$ cat config.mk
export PLATFORM = sky130hd
export DESIGN_NAME = count_seg_display
export DESIGN_NICKNAME = d
export VERILOG_FILES = /design/src/rtl/count_seg_display.sv
export SDC_FILE = /design/constraint.sdc
export NUM_CORES = 1
export LEC_CHECK = 0
export CORE_UTILIZATION = 35
export CTS_BUF_LIST = sky130_fd_sc_hd__clkbuf_4 sky130_fd_sc_hd__clkbuf_8
export CTS_CLUSTER_DIAMETER = 50
export DETAILED_ROUTE_END_ITERATION = 7
export PLACE_DENSITY = 0.57
export SLEW_MARGIN = 30
export SYNTH_ARGS = -nofsm -noshare
export SYNTH_HDL_FRONTEND = slang
export SYNTH_SLANG_ARGS = --single-unit
$ cat constraint.sdc
create_clock -name clk -period 2.3 [get_ports clk]
set_input_delay 0.575 -clock clk [delete_from_list [all_inputs] [get_ports clk]]
set_output_delay 0.575 -clock clk [all_outputs]
set_load 0.05 [all_outputs]
$ cat src/rtl/count_seg_display.sv
// count_seg_display: shows a 4-bit count (0-15) as two decimal digits on a
// 2-digit multiplexed common-anode seven-segment display. Digits are
// time-sliced with dark gaps between them to prevent ghosting. The shown
// value is only swapped at a frame boundary, so both digits of a frame
// always come from the same count.
module count_seg_display #(
  parameter int REFRESH_DIV = 50000,
  parameter int GAP_CYCLES  = 16
) (
  input  logic       clk,
  input  logic       reset,
  input  logic [3:0] value,
  input  logic       value_valid,
  input  logic       blank,
  output logic [1:0] an,
  output logic [6:0] seg,
  output logic       frame_start
);

  // The slot counter must reach the longer of the two slot lengths minus one.
  localparam int MAX_LEN = (REFRESH_DIV > GAP_CYCLES) ? REFRESH_DIV : GAP_CYCLES;
  localparam int CNT_W   = (MAX_LEN > 1) ? $clog2(MAX_LEN) : 1;

  localparam logic [CNT_W-1:0] DIGIT_LAST = CNT_W'(REFRESH_DIV - 1);
  localparam logic [CNT_W-1:0] GAP_LAST   = CNT_W'(GAP_CYCLES - 1);

  localparam logic [1:0] AN_OFF  = 2'b11;
  localparam logic [1:0] AN_ONES = 2'b10;
  localparam logic [1:0] AN_TENS = 2'b01;
  localparam logic [6:0] SEG_OFF = 7'b1111111;

  typedef enum logic [1:0] {
    ONES  = 2'd0,
    GAP_O = 2'd1,
    TENS  = 2'd2,
    GAP_T = 2'd3
  } state_t;

  state_t           state;
  logic [CNT_W-1:0] slot_cnt;
  logic [3:0]       pending;
  logic [3:0]       shadow;

  logic             slot_last;
  logic             tens;
  logic [3:0]       ones;
  logic [1:0]       an_next;
  logic [6:0]       seg_next;

  // Active-low {g,f,e,d,c,b,a} pattern for one decimal digit.
  function automatic logic [6:0] digit_pattern(input logic [3:0] digit);
    logic [6:0] pattern;
    case (digit)
      4'd0:    pattern = 7'b1000000;
      4'd1:    pattern = 7'b1111001;
      4'd2:    pattern = 7'b0100100;
      4'd3:    pattern = 7'b0110000;
      4'd4:    pattern = 7'b0011001;
      4'd5:    pattern = 7'b0010010;
      4'd6:    pattern = 7'b0000010;
      4'd7:    pattern = 7'b1111000;
      4'd8:    pattern = 7'b0000000;
      4'd9:    pattern = 7'b0010000;
      default: pattern = SEG_OFF;
    endcase
    return pattern;
  endfunction

  // Split the displayed value into a tens flag and a 0-9 ones digit.
  always_comb begin
    tens = (shadow >= 4'd10);
    ones = tens ? (shadow - 4'd10) : shadow;
  end

  // Flag the final cycle of the current slot; digit and gap slots differ in length.
  always_comb begin
    slot_last = 1'b0;
    case (state)
      ONES, TENS: slot_last = (slot_cnt == DIGIT_LAST);
      default:    slot_last = (slot_cnt == GAP_LAST);
    endcase
  end

  // Decode the anode/segment drive for the current slot; only one anode can ever be low.
  always_comb begin
    an_next  = AN_OFF;
    seg_next = SEG_OFF;
    if (!blank) begin
      case (state)
        ONES: begin
          an_next  = AN_ONES;
          seg_next = digit_pattern(ones);
        end
        TENS: begin
          if (tens) begin
            an_next  = AN_TENS;
            seg_next = digit_pattern(4'd1);
          end
        end
        default: begin
          an_next  = AN_OFF;
          seg_next = SEG_OFF;
        end
      endcase
    end
  end

  // Keep the most recent strobed count until the next frame picks it up.
  always_ff @(posedge clk) begin
    if (reset) begin
      pending <= 4'd0;
    end else if (value_valid) begin
      pending <= value;
    end
  end

  // Slot sequencer: ONES -> GAP_O -> TENS -> GAP_T, loading the shadow and outputs as it goes.
  always_ff @(posedge clk) begin
    if (reset) begin
      state       <= GAP_T;
      slot_cnt    <= '0;
      shadow      <= 4'd0;
      an          <= AN_OFF;
      seg         <= SEG_OFF;
      frame_start <= 1'b0;
    end else begin
      an          <= an_next;
      seg         <= seg_next;
      frame_start <= 1'b0;
      if (slot_last) begin
        slot_cnt <= '0;
        case (state)
          ONES:  state <= GAP_O;
          GAP_O: state <= TENS;
          TENS:  state <= GAP_T;
          default: begin
            state       <= ONES;
            shadow      <= value_valid ? value : pending;
            frame_start <= 1'b1;
          end
        endcase
      end else begin
        slot_cnt <= slot_cnt + 1'b1;
      end
    end
  end

endmodule

==> impl_metrics.yaml <==
status:
  outcome: "complete, no violations"
die:
  die_area_um2: 5339
  core_area_um2: 4786
  die_y_um: 73.07
  dieWidth_um: 73.07
  num_io_pins: 18
  start_util: 0.3694
  rows: 25
drt:
  routed_wirelength_mm: 3.101
  drc: 0
  vias: 1325
  wire_per_inst_um: 11.00
  drt-initial-drc-count: 31
  viasPerCell: 4.699
  ant_nets: 0
  dr.pass1.iters: 4
logic_synthesis:
  ys_seq_area_frac: 0.4076
  synthTopCellsByArea: "dfxtp_1 (41%), nor2_1 (8.1%), ha_1 (6.4%)"
  synth_top_cell_by_area: "dfxtp_1"
  synth_edf_count: 0
  synth.avg_cell_area_um2: 9.020
  ys_types: 42
  synth_ff_type: "dfxtp_1"
  synth_top_area_frac: 0.4076
  syn_inst: 196
  async_flop_share: 0
  synth_warnings: 0
  synth_nets: 213
  synth.cell_area_um2: 1768
  ys_seq_elements: 36
global_route:
  track_usage: 0.1308
  grt_overflow: 0
  grt_max_degree: 17
  grt_pass1_vias: 1223
  grt_pass1_wl_mm: 5.375
  grt_antenna_before_repair: 0
cts:
  post_cts_resized: 0
  cts_sinks: 36
  postCtsHoldBufs: 0
  cts_buffers: 5
  clk_path_buf_depth: 2
  clock_latency_ps: 280
  cts_setup_buffers: 0
  root_buffer: "clkbuf_8"
  tritoncts: "yes"
  htreeDepth: 2
  clk_pin_slew_worst_paths_ps: 70
sta:
  slew_viol_final: 0
  rsz0062_at_grt: "no"
  period_minus_slack_ps: 1969
  worst_pin_slew_ps: 488.7
  fin_hold_ws_ps: 480.5
  finClkSkew_ps: 6.103
  setup-tns-final_ps: 0
  setup_viol_count_final: 0
  finalHoldViolCount: 0
  period_share: 0.8563
  slew-limit-headroom: 0.6732
  max_freq_ghz: 0.5078
cells_and_area:
  final_common_cell: "nor2_1"
  fin_nets: 231
  layout_common_cells: "nor2_1 (38), dfxtp_1 (36), clkdlybuf4s50_1 (17), inv_1 (13), xnor2_1 (12)"
  instances_no_fill: 282
  fin_util: 0.4363
  diodes: 0
  syn_to_final_growth_pct: 18.12
  drive_gt1_frac: 0.07442
critical_path:
  critical-path-top-delay-family: "compound AO/OA/AOI/OAI gates"
  crit_path_end_kind: "flop"
  crit_path_cell_trace: "inv_1, ha_1, nand2_1, a221oi_1, o32ai_1, a31o_2"
  reg2reg_from: "shadow[1]"
  startpoint: "shadow[1]"
  cp.arrival_ps: 2150
  crit_required_ps: 2480
  cp_max_fo: 10
  path_class: "reg -> reg"
  slowest_stage: "dfxtp_1"
  critPathMaxStageDelay_ps: 500
  startpoint_type: "flop"
  critPathBufInv: 1
pwr:
  leakage_nw: 0.8359
  power_density_nw_per_um2: 554.8
  ir_drop_v: 0.0003139
min_path:
  hold_path.class: "reg -> reg"
  hp-start: "slot_cnt[0]"
placement:
  hpwl_mm: 2.258
  gp_congestion: 0.7702
  dp_cells: 274
  port_buffers: 17
run:
  drv_cap: 0
power by group:
group / internal, mW / switching [mW] / leakage, nW
Combinational: 0.0213 / 0.0193 / 0.492
Sequential: 0.632 / 0.00601 / 0.292
Clock: 0.268 / 0.212 / 0.0523
Yosys cell counts, drive strengths merged, types with 5 or more instances:
cell type / n
nand4: 8
nor2: 39
xnor2: 12
nand2: 8
nand3: 7
ha: 9
clkbuf: 5
dfxtp: 36
nor3: 6
mux2i: 8
o21ai: 6
inv: 13
final cells by class:
class / instances / area [um^2]
clock buffers: 8 / 97.59
repair buffers: 19 / 185.2
well taps: 67 / 83.83
multi-input cells: 139 / 952.2
inverters: 13 / 48.80
fillers: 479 / 2698
flip-flops and latches: 36 / 720.7
stage by stage:
step                      setup WS (ps)  total power [mW]  area (um^2)
after detailed placement          374.8            0.6931         1991
final                             330.5             1.158         2088
after global placement            410.4            0.6936         1991
after global routing              168.2             1.203         2088
after CTS                         330.9             1.174         2088
after floorplan                   479.7            0.6763         1768
kinds of logic (layout without fill, tap and decap cells):
kind of cell,count (synthesis),count (layout),share of synthesized area
compound gates,18,18,0.07289
xor+xnor,16,16,0.07926
simple gates,84,84,0.2449
buf+inv,21,40,0.05378
fa+ha+maj,9,9,0.06370
flops,36,36,0.4076
mux,12,12,0.07785
metal layers:
metal | global-route usage | wire, um
met1 | 0.1695 | 1574
met2 | 0.1996 | 1336
met3 | 0.03453 | 128
met4 | 0.06536 | 63
met5 | 0 | 0
registers in the layout (all words and copies together) (netlist names):
register,flops
an,2
frame_start,1
pending,4
seg,7
shadow,4
slot_cnt,16
state,2
final timing paths:
path                  to  slack (ps)  cells past startpoint
max               seg[1]         330                      6
min          slot_cnt[0]         480                      1
max reg2reg       seg[1]         330                      6
min reg2reg  slot_cnt[0]         480                      1
Note: power is estimated with default switching activity, not from simulation.
